**config.mk**
```make
export PLATFORM = sky130hd
export DESIGN_NAME = mux_n_1_pipe
export DESIGN_NICKNAME = d
export VERILOG_FILES = /design/src/rtl/mux_n_1_pipe.sv
export SDC_FILE = /design/constraint.sdc
export NUM_CORES = 1
export LEC_CHECK = 0
export ABC_CLOCK_PERIOD_IN_PS = 2200
export CORE_UTILIZATION = 48
export DETAILED_ROUTE_END_ITERATION = 6
export PLACE_DENSITY_LB_ADDON = 0.12
export SYNTH_ARGS = -nofsm -noshare
export SYNTH_HDL_FRONTEND = slang
export SYNTH_SLANG_ARGS = --single-unit
```
**constraint.sdc**
```tcl
create_clock -name clk -period 2.2 [get_ports clk]
set_input_delay 0.55 -clock clk [delete_from_list [all_inputs] [get_ports clk]]
set_output_delay 0.55 -clock clk [all_outputs]
set_load 0.1 [all_outputs]
```
**src/rtl/mux_n_1_pipe.sv**
```systemverilog
// Registered N:1 data selector with valid/ready on both sides and a two-entry
// skid buffer; out-of-range selects deliver zero data flagged with out_err.
module mux_n_1_pipe #(
  parameter int unsigned WIDTH = 32,
  parameter int unsigned N     = 3,
  parameter int unsigned SEL_W = 2
) (
  input  logic               clk,
  input  logic               rst,
  input  logic [N*WIDTH-1:0] in_flat,
  input  logic [SEL_W-1:0]   sel,
  input  logic               in_valid,
  output logic               in_ready,
  output logic [WIDTH-1:0]   out,
  output logic [SEL_W-1:0]   out_sel,
  output logic               out_err,
  output logic               out_valid,
  input  logic               out_ready
);

  logic [WIDTH-1:0] new_data;
  logic             new_err;
  logic             accept;
  logic             main_free;

  logic [WIDTH-1:0] skid_data;
  logic [SEL_W-1:0] skid_sel;
  logic             skid_err;
  logic             skid_valid;

  logic [WIDTH-1:0] out_d;
  logic [SEL_W-1:0] out_sel_d;
  logic             out_err_d;
  logic             out_valid_d;
  logic [WIDTH-1:0] skid_data_d;
  logic [SEL_W-1:0] skid_sel_d;
  logic             skid_err_d;
  logic             skid_valid_d;
  logic             in_ready_d;

  // Channel select; unused select codes fall through to zero data.
  always_comb begin
    new_data = '0;
    for (int k = 0; k < int'(N); k++) begin
      if (sel == SEL_W'(k)) new_data = in_flat[k*WIDTH +: WIDTH];
    end
    new_err = (32'(sel) >= N);
  end

  // Next-state for the main (output) entry and the skid entry.
  always_comb begin
    out_d        = out;
    out_sel_d    = out_sel;
    out_err_d    = out_err;
    out_valid_d  = out_valid;
    skid_data_d  = skid_data;
    skid_sel_d   = skid_sel;
    skid_err_d   = skid_err;
    skid_valid_d = skid_valid;

    accept    = in_valid && in_ready;
    main_free = !out_valid || out_ready;

    if (main_free) begin
      if (skid_valid) begin
        out_d        = skid_data;
        out_sel_d    = skid_sel;
        out_err_d    = skid_err;
        out_valid_d  = 1'b1;
        skid_valid_d = accept;
        if (accept) begin
          skid_data_d = new_data;
          skid_sel_d  = sel;
          skid_err_d  = new_err;
        end
      end else if (accept) begin
        out_d       = new_data;
        out_sel_d   = sel;
        out_err_d   = new_err;
        out_valid_d = 1'b1;
      end else begin
        // Data fields hold the last drained value once empty.
        out_valid_d = 1'b0;
      end
    end else if (accept) begin
      skid_data_d  = new_data;
      skid_sel_d   = sel;
      skid_err_d   = new_err;
      skid_valid_d = 1'b1;
    end

    in_ready_d = !skid_valid_d;
  end

  always_ff @(posedge clk) begin
    if (rst) begin
      out        <= '0;
      out_sel    <= '0;
      out_err    <= 1'b0;
      out_valid  <= 1'b0;
      skid_data  <= '0;
      skid_sel   <= '0;
      skid_err   <= 1'b0;
      skid_valid <= 1'b0;
      in_ready   <= 1'b0;
    end else begin
      out        <= out_d;
      out_sel    <= out_sel_d;
      out_err    <= out_err_d;
      out_valid  <= out_valid_d;
      skid_data  <= skid_data_d;
      skid_sel   <= skid_sel_d;
      skid_err   <= skid_err_d;
      skid_valid <= skid_valid_d;
      in_ready   <= in_ready_d;
    end
  end

endmodule

```
## Word-level counts from Yosys, hierarchy flattened

Index checks and enable logic that the tools add are counted.

- Bits in registers: 73
- Bits in latches: 0
- RAM bits: 0
- Bits in read-only memories: 0
- Output and inout bits: 37
- Word-level logic and storage cells: 43
- Memories: 0

- Add/subtract/negate cells: 0
- Multiply operators: 0
- Divide/modulo/power cells: 0
- Magnitude comparators: 1
- Equal/unequal tests: 3
- Shifts and indexed selects: 0
- Muxes and demuxes: 23
- Bitwise logic cells: 0
- Reduce and logical (&&, ||, !) cells: 7

Operators by type and width:

| cell | count |
|---|---|
| $mux W32 | 8 |
| $mux W1 | 10 |
| $mux W2 | 5 |
| $eq A2 B1 Y1 const B | 1 |
| $eq A2 B2 Y1 const B | 1 |
| $ge A2 B2 Y1 const B | 1 |
| $logic_not A1 Y1 | 2 |
| $logic_not A2 Y1 | 1 |
| $ne A2 B1 Y1 const B | 1 |
| $reduce_and A2 Y1 | 1 |
| $reduce_bool A2 Y1 | 1 |
| $logic_and A1 B1 Y1 | 1 |
| $logic_or A1 B1 Y1 | 1 |

## Longest topological paths before layout

- Depth in word-level cells: 7
- Depth in mapped cells: 7
- Gate-level depth less buffers: 4

## Least setup slack after synthesis

OpenSTA, ideal clock, no wires.

- Path kind: register -> register
- Start point: register out_valid
- End point: register skid_data[25]
- Setup time: 0.134 ns
- Arrival time: 1.925 ns
- Required time: 2.066 ns
- Path slack: 0.141 ns
- Stages on the path, launching flop included: 6
- Path buffers: 1
- Clock period less this slack: 2.059 ns
- Path through: dfxtp_1 -> nor2b_2 -> o211ai_2 -> buf_4 -> nor2_1 -> nor3_2

- Word-level cells in the longest chain between the ends: 3

RTL lines:

| item | line | text |
|---|---|---|
| start, declared | 17 | `output logic out_valid,` |
| start signal, assigned | 110 | `out_valid <= out_valid_d;` |
| $logic_not A1 Y1 (*) | 62 | `main_free = !out_valid \|\| out_ready;` |
| $logic_or A1 B1 Y1 (*) | 62 |  |
| $ne A2 B1 Y1 (no line) or $mux W32 (tied branches) | -- |  |
| end signal, assigned | 111 | `skid_data <= skid_data_d;` |
| end, declared | 26 | `logic [WIDTH-1:0] skid_data;` |

Mark *: on every way between the ends. The rest lies on a longest branch, timed or not.
A chain may end at the register's enable or synchronous reset.

## Worst setup path in the final report

- Start point: input port sel[1]
- End point: register out[29]

- Word-level cells in the longest chain between the ends: 6

RTL lines:

| item | line | text |
|---|---|---|
| start, declared | 11 | `input logic [SEL_W-1:0] sel,` |
| $logic_not A2 Y1 | 45 | `if (sel == SEL_W'(k)) new_data = in_flat[k*WIDTH +: WIDTH];` |
| $mux W32 (2 in a row) | 45 |  |
| $mux W32 (*) | 45 |  |
| $mux W32 (*) | 76 | `end else if (accept) begin` |
| $mux W32 (*) | 65 | `if (skid_valid) begin` |
| end signal, assigned | 107 | `out <= out_d;` |
| end, declared | 14 | `output logic [WIDTH-1:0] out,` |

Mark *: on every way between the ends. The rest lies on a longest branch, timed or not. The select of a mux whose other input is x is not followed.

==> flow_summary.html <==
<table>
<tr><th>Metric</th><th>Value</th></tr>
<tr><th colspan="2">Final layout</th></tr>
<tr><td>Share of post-route cells with drive strength above 1</td><td>13.4%</td></tr>
<tr><td>Number of fill cells in the layout</td><td>584</td></tr>
<tr><td>Area growth from synthesis to layout</td><td>43.4%</td></tr>
<tr><td>Nets@finish</td><td>657</td></tr>
<tr><td>Antenna Diode Count</td><td>0</td></tr>
<tr><th colspan="2">Timing</th></tr>
<tr><td>Max-slew violation count</td><td>0</td></tr>
<tr><td>Ratio of final minimum period to clock period</td><td>77.8%</td></tr>
<tr><td>Setup TNS</td><td>0 ns</td></tr>
<tr><td>Hold Vio Cnt, Final</td><td>0</td></tr>
<tr><td>RSZ-0062 raised after global routing</td><td>false</td></tr>
<tr><td>Slew at the pin closest to its max-slew limit</td><td>0.409 ns</td></tr>
<tr><td>Setup violators final</td><td>0</td></tr>
<tr><td>Worst clock skew on the final layout</td><td>0.00820 ns</td></tr>
<tr><td>Headroom to the max-slew limit</td><td>72.7%</td></tr>
<tr><td>Fmax</td><td>0.584 GHz</td></tr>
<tr><td>Final Critical Period</td><td>1.71 ns</td></tr>
<tr><td>Minimum setup slack in the final design</td><td>0.488 ns</td></tr>
<tr><th colspan="2">Hold path</th></tr>
<tr><td>Hold Path Origin</td><td>out[6]$_SDFFE_PP0P_</td></tr>
<tr><td>Path type of the worst min-delay path</td><td>register to register</td></tr>
<tr><th colspan="2">Synthesis</th></tr>
<tr><td>Count of distinct cell types in the synthesized netlist</td><td>23</td></tr>
<tr><td>Area fraction of the dominant cell type after synthesis</td><td>39.6%</td></tr>
<tr><td>Number of synthesis warnings</td><td>0</td></tr>
<tr><td>Part of the Yosys area used for sequential elements</td><td>39.6%</td></tr>
<tr><td>Area of the mapped netlist</td><td>3690 µm²</td></tr>
<tr><td>Post-Synthesis Mean Instance Area</td><td>8.45 µm²</td></tr>
<tr><td>Yosys reg bits</td><td>73</td></tr>
<tr><td>Leading cell types by count after synthesis</td><td>73 x dfxtp_1, 70 x nor2_1, 38 x nand2_1, 36 x a21oi_1</td></tr>
<tr><td>Cell types occupying the most area after synthesis</td><td>dfxtp_1 40%, mux2i_1 9.2%, o2bb2ai_1 7.6%, nor2_1 7.1%, o211ai_1 6.5%</td></tr>
<tr><td>Primary FF master, synth</td><td>dfxtp_1</td></tr>
<tr><td>Syn_nets</td><td>538</td></tr>
<tr><td>EDFF count, synth</td><td>0</td></tr>
<tr><td>Share of flip-flops with an asynchronous set or reset</td><td>0%</td></tr>
<tr><td>Post-synthesis instance total</td><td>436</td></tr>
<tr><td>Top cell type by total area after synthesis</td><td>dfxtp_1</td></tr>
<tr><td>Dominant cell by count in the synthesized netlist</td><td>dfxtp_1</td></tr>
<tr><th colspan="2">Power</th></tr>
<tr><td>Reported leakage power</td><td>1.96 nW</td></tr>
<tr><td>Power density normalized to cell area</td><td>668 nW/µm²</td></tr>
<tr><td>IR drop worst, VDD</td><td>0.372 mV</td></tr>
<tr><th colspan="2">Clocking</th></tr>
<tr><td>TritonCTS clock tree</td><td>yes</td></tr>
<tr><td>Clock sinks</td><td>73</td></tr>
<tr><td>Worst-Skew Late Latency</td><td>0.34 ns</td></tr>
<tr><td>Post-CTS clock slew at the launch and capture registers of the worst setup and hold paths</td><td>0.08 ns</td></tr>
<tr><td>Clock Path Buffers</td><td>2</td></tr>
<tr><td>Resized Gates After CTS</td><td>0</td></tr>
<tr><td>CTS HTree Levels</td><td>3</td></tr>
<tr><td>Post-CTS Hold Buffers</td><td>0</td></tr>
<tr><td>Total CTS buffers</td><td>9</td></tr>
<tr><td>Post-CTS Repair Setup Buffers</td><td>0</td></tr>
<tr><td>Root buffer selected by CTS</td><td>clkbuf_8</td></tr>
<tr><th colspan="2">Setup path</th></tr>
<tr><td>Reg-to-reg critical path startpoint</td><td>skid_valid$_SDFF_PP0_</td></tr>
<tr><td>Required arrival time at the worst endpoint</td><td>2.47 ns</td></tr>
<tr><td>Origin of the worst setup path</td><td>sel[1]</td></tr>
<tr><td>Crit path arrival time</td><td>1.98 ns</td></tr>
<tr><td>Maximum fanout along the worst path</td><td>32</td></tr>
<tr><td>Kind of start point of the critical path</td><td>input pin</td></tr>
<tr><td>Crit path kind</td><td>input pin to register</td></tr>
<tr><td>Category of the worst setup path capture point</td><td>register</td></tr>
<tr><th colspan="2">Global route</th></tr>
<tr><td>Global-route wire length before repair</td><td>15.3 mm</td></tr>
<tr><td>Maximum number of pins on one net before global-route repair</td><td>74</td></tr>
<tr><td>Remaining Overflow, GRT</td><td>0</td></tr>
<tr><td>Via count of the first global-routing pass</td><td>3379</td></tr>
<tr><td>Gr usage total</td><td>24.6%</td></tr>
<tr><td>Initial antenna violation count</td><td>0</td></tr>
<tr><th colspan="2">Route</th></tr>
<tr><td>Via Count</td><td>3627</td></tr>
<tr><td>Violation count after the first detailed-route iteration</td><td>152</td></tr>
<tr><td>Final Routed Wirelength</td><td>9.81 mm</td></tr>
<tr><td>Number of iterations in the first detailed-routing pass</td><td>4</td></tr>
<tr><td>Routed via count divided by cell count</td><td>5.50</td></tr>
<tr><td>Per-cell routed wire length</td><td>14.9 µm</td></tr>
<tr><td>Number of antenna-violating nets in the routed design</td><td>0</td></tr>
<tr><td>Residual DRC count</td><td>0</td></tr>
<tr><th colspan="2">Placed design</th></tr>
<tr><td>HPWL Detailed</td><td>6.40 mm</td></tr>
<tr><td>GP Congestion</td><td>0.733</td></tr>
<tr><td>Number of I/O port buffers</td><td>138</td></tr>
<tr><td>Pre-CTS worst setup slack</td><td>0.159 ns</td></tr>
<tr><th colspan="2">Outcome</th></tr>
<tr><td>Result of the run</td><td>finished, final reports clean</td></tr>
<tr><th colspan="2">Floorplan</th></tr>
<tr><td>Core footprint</td><td>7330 µm²</td></tr>
<tr><td>Floorplan die height</td><td>89.6 µm</td></tr>
<tr><td>Die Wd</td><td>89.6 µm</td></tr>
<tr><td>Area enclosed by the die boundary</td><td>8030 µm²</td></tr>
<tr><td>Site Rows</td><td>31</td></tr>
<tr><td>Initial standard-cell utilization of the core</td><td>50.3%</td></tr>
<tr><td>I/O pin cnt</td><td>139</td></tr>
<tr><th colspan="2">Run</th></tr>
<tr><td>Number of maximum-capacitance constraint violations</td><td>0</td></tr>
</table>
==> layout by cell type (no fill, tap or decap), types with 2 or more instances in the layout <==
cell type | netlist | routed
nor3_2 | 4 | 4
bufinv_16 | 0 | 4
o2bb2ai_1 | 32 | 32
nor2_1 | 70 | 70
dfxtp_1 | 73 | 72
nand2b_1 | 34 | 34
clkbuf_8 | 0 | 9
nand2_1 | 38 | 38
mux2i_1 | 34 | 34
o211ai_1 | 32 | 32
buf_12 | 0 | 9
buf_2 | 8 | 2
nor2b_2 | 1 | 2
clkdlybuf4s50_1 | 0 | 99
nor3_1 | 30 | 30
a21oi_1 | 36 | 36
a211oi_1 | 3 | 3
clkbuf_1 | 14 | 2
buf_4 | 11 | 40
==> power by group <==
part | switching (mW) | internal (mW)
logic | 0.458 | 0.320
clock network | 0.496 | 0.870
registers | 0.0257 | 1.37
==> final cells by class <==
type	instances	area [µm²]	area share [%]
timing repair buffer	150	1480	28.0
clock buffer	11	131	2.49
sequential	73	1460	27.7
clock inverter	5	128	2.41
tap	99	124	2.34
multi-input combinational	321	1960	37.1
==> stage by stage <==
stage	instance area [µm²]	instances	power [mW]	utilization [%]	hold slack (ns)
6_report	5290	659	3.53	72.1	0.459
5_1_grt	5290	659	3.66	72.1	0.481
4_1_cts	5290	659	3.55	72.1	0.458
3_5_place_dp	5030	643	2.20	68.6	0.447
3_3_place_gp	5030	643	2.19	68.6	0.444
2_1_floorplan	3690	436	1.90	-	0.436
==> metal layers <==
layer,vias to the layer above,GRT usage (%),part of all wire (%)
met5,-,0,0
li1,1772,-,-
met2,110,46.1,51
met4,0,6.64,0.75
met3,8,4.48,5.7
met1,1737,28.7,43
==> cells by family (layout without fill, tap and decap cells) <==
logic type	count (synthesis)	in the layout	share of synthesized area (%)
DFF	73	73	39.6
buffers and inverters	42	166	7.50
AOI/OAI and AO/OA	107	107	20.8
and+or+nand+nor	180	180	22.8
muxes	34	34	9.23
==> worst paths after layout <==
check                                                   to  slack, ns  cells after the start
worst min-delay path                   out[6]$_SDFFE_PP0P_       0.46                      2
worst min register to register         out[6]$_SDFFE_PP0P_       0.46                      2
worst max-delay path                  out[29]$_SDFFE_PP0P_       0.49                      6
worst max register to register  skid_data[15]$_SDFFE_PP0P_       0.66                      5
==> state kept, by name, indices dropped and copies added (netlist names) <==
| register | cells |
|---|---|
| skid_valid | 1 |
| skid_sel | 2 |
| out | 32 |
| skid_data | 32 |
| out_sel | 2 |
| out_err | 1 |
| out_valid | 1 |
| skid_err | 1 |
| in_ready | 1 |
==> worst max-delay path, stage by stage <==
cell and delay, ns:
clkdlybuf4s50_1 0.52, nor2b_2 0.21, buf_12 0.22, o2bb2ai_1 0.21, o211ai_1 0.13, a21oi_1 0.13
(Power assumes the default switching activity.)
